<file path="src/rtl/split_ram_loader.sv">
`default_nettype none
// ============================================================================
// Module      : split_ram_loader
// Description : Streams RAM_WIDTH words from a valid/ready source into
//               NUM_RAMS banks, address-interleaved (bank 0..N-1 per address).
//               Define SPLIT_RAM_LOADER_CHECKSUM_EN to add a running checksum.
// Revision    : 1.0 - initial release
// ============================================================================
module split_ram_loader #(
    parameter int NUM_RAMS  = 8,
    parameter int RAM_DEPTH = 256,
    parameter int RAM_WIDTH = 16
) (
    input  logic                         clk,
    input  logic                         rst,
    input  logic                         start,
    input  logic                         abort,
    input  logic [RAM_WIDTH-1:0]         in_data,
    input  logic                         in_valid,
    output logic                         in_ready,
    output logic [RAM_WIDTH-1:0]         data_wr,
    output logic [NUM_RAMS-1:0]          data_layer_wren,
    output logic [$clog2(RAM_DEPTH)-1:0] addr,
    output logic                         busy,
    output logic                         done
`ifdef SPLIT_RAM_LOADER_CHECKSUM_EN
    ,
    output logic [RAM_WIDTH-1:0]         checksum
`endif
);

    localparam int c_addr_w = $clog2(RAM_DEPTH);
    localparam int c_bank_w = (NUM_RAMS > 1) ? $clog2(NUM_RAMS) : 1;

    localparam logic [c_bank_w-1:0] c_last_bank = c_bank_w'(NUM_RAMS - 1);
    localparam logic [c_addr_w-1:0] c_last_addr = c_addr_w'(RAM_DEPTH - 1);
    localparam logic [NUM_RAMS-1:0] c_wren_one  = NUM_RAMS'(1);

    typedef enum logic [1:0] {
        S_IDLE = 2'd0,
        S_LOAD = 2'd1,
        S_DONE = 2'd2
    } state_t;

    state_t                r_state;
    logic [c_bank_w-1:0]   r_bank_cnt;
    logic [c_addr_w-1:0]   r_addr_cnt;
    logic [RAM_WIDTH-1:0]  r_data_wr;
    logic [c_addr_w-1:0]   r_addr;
    logic [NUM_RAMS-1:0]   r_wren;
    logic                  r_busy;
    logic                  r_done;

    logic w_last_bank;
    logic w_last_addr;
    logic w_accept;

    assign w_last_bank = (r_bank_cnt == c_last_bank);
    assign w_last_addr = (r_addr_cnt == c_last_addr);
    // Abort wins over a simultaneous handshake: the word is dropped.
    assign w_accept    = (r_state == S_LOAD) && in_valid && !abort;

    always_ff @(posedge clk or negedge rst) begin
        if (!rst) begin
            r_state    <= S_IDLE;
            r_bank_cnt <= '0;
            r_addr_cnt <= '0;
            r_data_wr  <= '0;
            r_addr     <= '0;
            r_wren     <= '0;
            r_busy     <= 1'b0;
            r_done     <= 1'b0;
        end else begin
            r_wren <= '0;
            r_done <= 1'b0;
            case (r_state)
                S_IDLE: begin
                    if (start) begin
                        r_state    <= S_LOAD;
                        r_busy     <= 1'b1;
                        r_bank_cnt <= '0;
                        r_addr_cnt <= '0;
                    end
                end
                S_LOAD: begin
                    if (abort) begin
                        r_state    <= S_IDLE;
                        r_busy     <= 1'b0;
                        r_bank_cnt <= '0;
                        r_addr_cnt <= '0;
                    end else if (in_valid) begin
                        r_data_wr <= in_data;
                        r_addr    <= r_addr_cnt;
                        r_wren    <= c_wren_one << r_bank_cnt;
                        if (w_last_bank) begin
                            r_bank_cnt <= '0;
                            if (w_last_addr) begin
                                r_addr_cnt <= '0;
                                r_state    <= S_DONE;
                                r_busy     <= 1'b0;
                                r_done     <= 1'b1;
                            end else begin
                                r_addr_cnt <= r_addr_cnt + c_addr_w'(1);
                            end
                        end else begin
                            r_bank_cnt <= r_bank_cnt + c_bank_w'(1);
                        end
                    end
                end
                S_DONE: begin
                    r_state <= S_IDLE;
                end
                default: begin
                    r_state <= S_IDLE;
                    r_busy  <= 1'b0;
                end
            endcase
        end
    end

    assign in_ready        = (r_state == S_LOAD);
    assign data_wr         = r_data_wr;
    assign data_layer_wren = r_wren;
    assign addr            = r_addr;
    assign busy            = r_busy;
    assign done            = r_done;

`ifdef SPLIT_RAM_LOADER_CHECKSUM_EN
    logic [RAM_WIDTH-1:0] r_checksum;

    always_ff @(posedge clk or negedge rst) begin
        if (!rst) begin
            r_checksum <= '0;
        end else if ((r_state == S_IDLE) && start) begin
            r_checksum <= '0;
        end else if (w_accept) begin
            r_checksum <= r_checksum + in_data;
        end
    end

    assign checksum = r_checksum;
`endif

endmodule
`default_nettype wire

</file>
<file path="config.mk">
export PLATFORM = sky130hd
export DESIGN_NAME = split_ram_loader
export DESIGN_NICKNAME = d
export VERILOG_FILES = /design/src/rtl/split_ram_loader.sv
export SDC_FILE = /design/constraint.sdc
export NUM_CORES = 1
export LEC_CHECK = 0
export CAP_MARGIN = 0
export CORE_MARGIN = 2
export CORE_UTILIZATION = 51
export DETAILED_ROUTE_END_ITERATION = 8
export PLACE_DENSITY = 0.84
export SYNTH_ARGS = -nofsm -noshare
export SYNTH_HDL_FRONTEND = slang
export SYNTH_SLANG_ARGS = --single-unit
</file>
<file path="constraint.sdc">
create_clock -name clk -period 5.2 [get_ports clk]
set_clock_uncertainty 0.2 [all_clocks]
set_input_delay 1.56 -clock clk [delete_from_list [all_inputs] [get_ports clk]]
set_output_delay 1.56 -clock clk [all_outputs]
set_load 0.01 [all_outputs]
</file>
Word-level counts from Yosys, hierarchy flattened
Cells that the tools add are included.
{ "totals": {"word_cells": 59, "in_bits": 21, "reg_bits": 47, "out_inout_bits": 35} }
{ "classes": {"n_mux": 31, "n_addsub": 2, "bitwise": 2, "n_shift": 1, "reduce_logical": 7, "eq_ne": 8} }
{ "op_table": {"columns": ["operator", "count"], "rows": [
  ["2-to-1 mux 8 bit", 8],
  ["case mux 8 bit (2 select lines)", 1],
  ["2-to-1 mux 3 bit", 4],
  ["2-to-1 mux 1 bit", 10],
  ["2-to-1 mux 2 bit", 5],
  ["adder 8 x 1 -> 8 bit, second input constant", 1],
  ["equality test 8 bit, second input constant", 1],
  ["AND reduction 4 bit", 2],
  ["<< shifter 1 x 3 -> 8 bit, first input constant", 1],
  ["!= test 3 x 2 -> 1 bit, second input constant", 2],
  ["case mux 3 bit (2 select lines)", 1],
  ["AND reduction 3 bit", 2],
  ["AND reduction 5 bit", 1],
  ["case mux 2 bit (2 select lines)", 1],
  ["adder 3 x 1 -> 3 bit, second input constant", 1],
  ["equality test 3 bit, second input constant", 1],
  ["!= test 3 bit, second input constant", 1],
  ["case mux 1 bit (3 select lines)", 1],
  ["equality test 2 x 1 -> 1 bit, second input constant", 1],
  ["equality test 2 bit, second input constant", 1],
  ["zero test 2 bit", 1],
  ["!= test 2 bit, second input constant", 1],
  ["inverter 1 bit", 2],
  ["nonzero test 2 bit", 1]
]} }

Depth between registers and ports, before layout
Gate-level depths: netlist (run 1).
{ "depth": {"ltp_word": 6, "depth_mapped": 6, "mapped_depth_nobuf": 6} }

Worst setup path after synthesis (run 1)
OpenSTA, ideal clock, no wires.
{ "synth_timing": {"path_kind": "input to register", "start": "in abort", "end": "reg r_data_wr[0], in the netlist data_wr[0]", "t_required_ns": 4.875, "path_stages": 5, "arrival_ns": 2.648, "n_path_buf": 2, "setup_ns": 0.125, "slack_ns": 2.227, "path_cell_list": "or3b_1 -> buf_2 -> nor2_2 -> buf_4 -> mux2_2"} }
{ "synth_via": {"elab_chain_cells": 2} }
{ "synth_rtl": {"columns": ["element", "line_no", "text"], "rows": [
  ["start: declaration", "17", "input logic abort,"],
  ["inverter 1 bit (no source line)", null, null],
  ["AND reduction 3 bit (no source line)", null, null],
  ["end signal: assignment", "92", "r_data_wr <= in_data;"],
  ["end: declaration", "48", "logic [RAM_WIDTH-1:0] r_data_wr;"]
]} }
Every way passes these cells.
A chain may end at the register's enable or synchronous reset.

Final worst setup path (run 1)
{ "layout_timing": {"start": "in abort", "end": "reg r_data_wr[11], in the netlist data_wr[11]"} }
Same word-level chain as after synthesis.

==> results of run 1 <==
==> state kept, by name (all words and copies together) (netlist names) <==
register,cells
data_wr,16
addr,8
data_layer_wren,8
r_addr_cnt,8
r_bank_cnt,3
r_state,2
busy,1
done,1
==> layout make-up <==
class	count	area (µm²)	area share, %
sequential	47	1180	43.0
clock inverter	2	60.1	2.20
clock buffer	6	72.6	2.66
tap	48	60.1	2.20
timing repair buffer	57	561	20.5
multi-input combinational	97	766	28.0
inverter	10	37.5	1.37
==> worst min path at each step <==
stage / cells past startpoint / slack [ns] / endpoint / from
final: 1 / 0.31 / addr[7] / addr[7]
after global routing: 1 / 0.33 / data_wr[14] / data_wr[14]
after CTS: 1 / 0.31 / addr[6] / addr[6]
after detailed placement: 1 / 0.30 / addr[4] / addr[4]
after global placement: 1 / 0.29 / data_wr[4] / data_wr[4]
after floorplan: 1 / 0.30 / busy / r_state[1]
==> cells in the mapped netlist (all sizes together), types with 2 or more instances <==
master,instances
a21oi,2
nand3,3
dfrtp,47
mux2,24
nand4,4
ha,7
buf,4
xnor2,3
nor2,6
nand2,7
a211oi,2
and3,9
a22o,2
inv,10
o21ai,7
nor2b,2
a21o,2
==> metrics by stage <==
step	hold slack, ns	instances	worst slack, ns	total power (µW)	utilization, %
after CTS	0.314	267	1.63	976	73.5
after detailed placement	0.295	259	1.32	668	70.0
final	0.309	267	1.62	964	73.5
after floorplan	0.295	158	2.23	537	-
after global routing	0.327	267	1.54	1010	73.5
after global placement	0.289	259	1.37	654	70.0
==> cells by family (layout without fill, tap and decap cells) <==
group,after synthesis,in the layout
buffers and inverters,14,75
AOI/OAI and AO/OA,22,22
and+or+nand+nor,41,41
xor gates and xnor gates,3,3
muxes,24,24
adders and majority gates,7,7
DFF,47,47
==> cells in the final DEF, fill, tap and decap left out, types with 3 or more instances in the layout <==
cell	count
dfrtp_1	47
clkdlybuf4s50_1	54
o21ai_0	7
mux2_2	24
clkbuf_8	5
inv_1	10
nand4_1	4
ha_1	7
nand2_1	7
and3_1	9
nand3_1	3
nor2_1	5
xnor2_1	3
==> power by group <==
group | internal (µW) | switching [µW]
clock | 192 | 113
sequential | 412 | 29.5
combinational | 131 | 85.7
==> layer usage <==
metal / vias up / track usage [%]
li1: 675 / -
met1: 699 / 24.8
met2: 70 / 39.1
met3: 11 / 4.90
met4: 0 / 9.18
met5: - / 0
==> flow_summary.yaml, run 1 <==
run_status:
  status: "complete, no violations"
global_routing:
  grt_pass1_vias: 1526
  grt_use_total_pct: 21.8
  grt_first_pass_wirelength_um: 7080
  grt_overflow: 0
  grt_max_degree: 48
  antenna_found_initial: 0
die:
  die_h_um: 66.7
  fp.dieW_um: 66.7
  initial_core_util_pct: 54.0
  core_region_area_um2: 3720
  io_pins: 56
  rows: 22
  dieArea_um2: 4450
synthesis:
  syn-num-nets: 186
  yosys_warnings: 0
  synth-xor-area-share_pct: 1.31
  synthAdderAreaFrac_pct: 4.36
  synth_top_family_by_area: "multiplexers"
  synth_seq_area_share_pct: 58.6
  ys.flop_type: "dfrtp_1"
  yosys.area.top_type: "dfrtp_1"
  synth.distinct_cells: 36
  synth_edf_count: 0
  synthMuxAreaShare_pct: 13.5
  ys_ff_latch: 47
  synth_simple_gate_area_share_pct: 11.7
  async_reset_ff_share_pct: 100
  avgSynthCellArea_um2: 12.7
  synth_top_area_share_pct: 58.6
  synth.area.top_cells: "dfrtp_1 (59%), mux2_2 (13%), ha_1 (4.4%)"
  synthCells: 158
  synth_compound_area_share_pct: 7.29
  syn_area_um2: 2010
place:
  numPortBuffers: 55
  hpwl_um: 3100
  placed_area_um2: 2600
  place.gp.congestion: 0.876
clock_tree:
  htreeDepth: 2
  cts_buffer_depth: 2
  cts_setup_buffers: 0
  clockRootBuffer: "clkbuf_8"
  clk_latency_ns: 0.29
  cts_buffers: 5
  ctsResizeCount: 0
  cts_tree: "yes"
  cts.sinks: 47
  path_clk_slew_ns: 0.08
  cts_hold_buf: 0
timing:
  fmax_mhz: 279
  rsz0062_at_grt: "false"
  finalSetupTns_ns: 0
  fin_crit_ns: 3.58
  finalHoldViolCount: 0
  slew_violations: 0
  setup_viol: 0
  worstMarginPinSlew_ns: 0.985
  finalCritPeriodShare_pct: 68.9
  timing.slew.headroom_pct: 34.3
critical_path:
  path_buf_inv: 2
  timing.rr.start: "r_state[1]"
  reg2reg_depth: 4
  required_ns: 5.18
  crit_path_cell_trace: "clkdlybuf4s50_1 -> or3b_1 -> nor2_2 -> buf_4 -> mux2_2"
  endpoint: "data_wr[11]"
  slowest_stage: "or3b_1"
  crit_fanout: 24
  path_delay_family: "buffers and inverters"
  startpoint_type: "input port"
  max_stage_delay_ns: 0.49
  reg2reg_slack_ns: 2.91
  worstSetupEndpointType: "flop"
  crit_path_start: "abort"
  cp_num_cells: 5
  rr_endpoint: "data_wr[11]"
  critPathKind: "input port to flop"
  arrival_ns: 3.57
route:
  post_drt_wl_per_cell_um: 15.9
  wl_um: 4250
  drcViolationCount: 0
  vias: 1455
  topRoutingLayerUsed: "met4"
  dr_wl_met3_um: 320
  wl_met1_um: 1690
  ant_nets: 0
  firstDrtPassIters: 4
  wl_met2_um: 2170
  vias_per_cell: 5.45
  first_iter_violations: 73
finish:
  syn_to_final_growth_pct: 36.2
  nFillCells: 265
  layout.nets: 246
  final_cell_area_um2: 2730
  final_layout_size_suffix_gt1_share_pct: 16.0
  diodes: 0
run:
  cap_violations: 0
power:
  leakagePower_uw: 0.00123
  p_per_area_nw_per_um2: 353
  ir_drop_mv: 0.234
worst_hold_path:
  hold_path.class: "flop to flop"
Note: power is estimated with default switching activity, not from simulation.
==> run 2, diff against run 1 <==
Settings changed: CORE_UTILIZATION 51 to 43, PLACE_DENSITY 0.84 to 0.76.
Clock period 5.2 ns to 2.9 ns, I/O delays scaled along.
==> run 2 against run 1 <==
  * Total power rose by 80%
  * Sequential cell count unchanged
  * Largest cell class unchanged
  * Sequential power is 78% higher
  * Setup slack worse by 1.2 ns
  * Critical path depth down 3
  * Global-route usage down 5.8 points
==> flow_summary.yaml, run 2 (synthesized netlist as in run 1, its figures left out) <==
clock_tree:
  ctsResizeCount: 0
  cts_hold_buf: 0
  cts_tree: "yes"
  cts_buffer_depth: 2
  clockRootBuffer: "clkbuf_8"
  path_clk_slew_ns: 0.09
  clk_latency_ns: 0.29
  cts_buffers: 5
  htreeDepth: 2
  cts.sinks: 47
  cts_setup_buffers: 0
critical_path:
  arrival_ns: 1.40
  crit_path_cell_trace: "nor2b_1 -> clkdlybuf4s50_1"
  reg2reg_slack_ns: 0.80
  reg2reg_depth: 6
  rr_endpoint: "r_addr_cnt[5]"
  worstSetupEndpointType: "output port"
  max_stage_delay_ns: 0.54
  path_delay_family: "buffers and inverters"
  critPathKind: "flop to output port"
  startpoint_type: "flop"
  timing.rr.start: "r_bank_cnt[1]"
  slowest_stage: "clkdlybuf4s50_1"
  path_buf_inv: 1
  crit_fanout: 7
  required_ns: 1.83
power:
  p_seq_share_pct: 45.5
  p_per_area_nw_per_um2: 622
  p_sw_uw: 408
  clkPwrFrac_pct: 32.0
  p_comb_share_pct: 22.5
  ir_drop_mv: 0.291
  leakagePower_uw: 0.00125
  internal-power_uw: 1330
  swShare_pct: 23.5
finish:
  layout.nets: 251
  final_cell_count_no_fill: 276
  nFillCells: 358
  syn_to_final_growth_pct: 38.9
  diodes: 0
  largest_reg_flops: 16
  final_cell_area_um2: 2790
  final_common_cell: "clkdlybuf4s50_1"
  final_layout_size_suffix_gt1_share_pct: 17.9
  final_cell_mix: "clkdlybuf4s50_1 (54), dfrtp_1 (47), mux2_2 (24), inv_1 (10), and3_1 (9)"
route:
  firstDrtPassIters: 4
  wl_um: 3950
  wl_met1_um: 1770
  post_drt_wl_per_cell_um: 14.3
  first_iter_violations: 39
  drcViolationCount: 0
  dr_wl_met3_um: 267
  vias: 1458
  ant_nets: 0
  topRoutingLayerUsed: "met4"
  wl_met2_um: 1880
  vias_per_cell: 5.28
timing:
  rsz0062_at_grt: "false"
  timing.slew.headroom_pct: 62.7
  worstMarginPinSlew_ns: 0.546
  finalSetupTns_ns: 0
  setup_viol: 0
  slew_violations: 0
  fin_crit_ns: 2.47
  fmax_mhz: 404
  fin_hold_ws_ns: 0.288
  finalHoldViolCount: 0
  setup_slack_ns: 0.427
  finalCritPeriodShare_pct: 85.3
global_routing:
  antenna_found_initial: 0
  grt_max_degree: 28
  grt_overflow: 0
  grt_pass1_vias: 1383
  grt_first_pass_wirelength_um: 6430
  grt_use_total_pct: 16.0
die:
  dieArea_um2: 5230
  io_pins: 56
  initial_core_util_pct: 45.5
  die_h_um: 72.3
  fp.dieW_um: 72.3
  core_region_area_um2: 4410
  rows: 24
place:
  hpwl_um: 2950
  placed_area_um2: 2660
  dp_cells: 268
  pre_cts_ws_ns: 0.161
  numPortBuffers: 55
  place.gp.congestion: 0.799
worst_hold_path:
  hold_path.class: "input port to async pin"
run_status:
  status: "complete, no violations"
run:
  cap_violations: 0
## run 2: cell count changes in the layout (fill, tap and decap cells not counted)
cell / previous run / this run
buf_4: 2 / 6
buf_12: 0 / 1
## run 2: through the flow
stage | utilization, % | power (µW)
finish | 63.2 | 1730
CTS | 63.2 | 1760
detailed placement | 60.1 | 1200
floorplan | - | 962
global placement | 60.1 | 1190
global route | 63.2 | 1820
## run 2: worst max-delay path by stage
| stage | cells after the start | slack [ns] | end | from |
|---|---|---|---|---|
| after floorplan | 5 | 0.62 | data_wr[0] | abort |
| after global placement | 5 | 0.18 | r_addr_cnt[5] | in_valid |
| after detailed placement | 5 | 0.16 | data_wr[8] | abort |
| after CTS | 2 | 0.42 | in_ready | r_state[0] |
| after global routing | 5 | 0.29 | r_addr_cnt[5] | in_valid |
| final | 2 | 0.43 | in_ready | r_state[0] |
## run 2: cell type report
type	count	area (µm²)	share of cell area, %
Tap cell	52	65.1	2.33
Inverter	10	37.5	1.35
Timing Repair Buffer	62	611	21.9
Clock inverter	2	60.1	2.15
Clock buffer	6	72.6	2.60
Multi-Input combinational cell	97	766	27.5
Sequential cell	47	1180	42.2
## run 2: power by group through the flow
stage / Combinational [µW] / Clock (µW) / Sequential [µW]
after global placement: 388 / 0 / 799
after global routing: 424 / 593 / 800
after floorplan: 127 / 0 / 835
after CTS: 397 / 568 / 790
after detailed placement: 396 / 0 / 803
final: 391 / 555 / 788
## run 2: per-layer routing
metal | up-vias | track usage [%]
met5 | - | 0
met2 | 58 | 25.6
met4 | 0 | 6.92
met3 | 4 | 2.92
met1 | 708 | 21.4
li1 | 688 | -
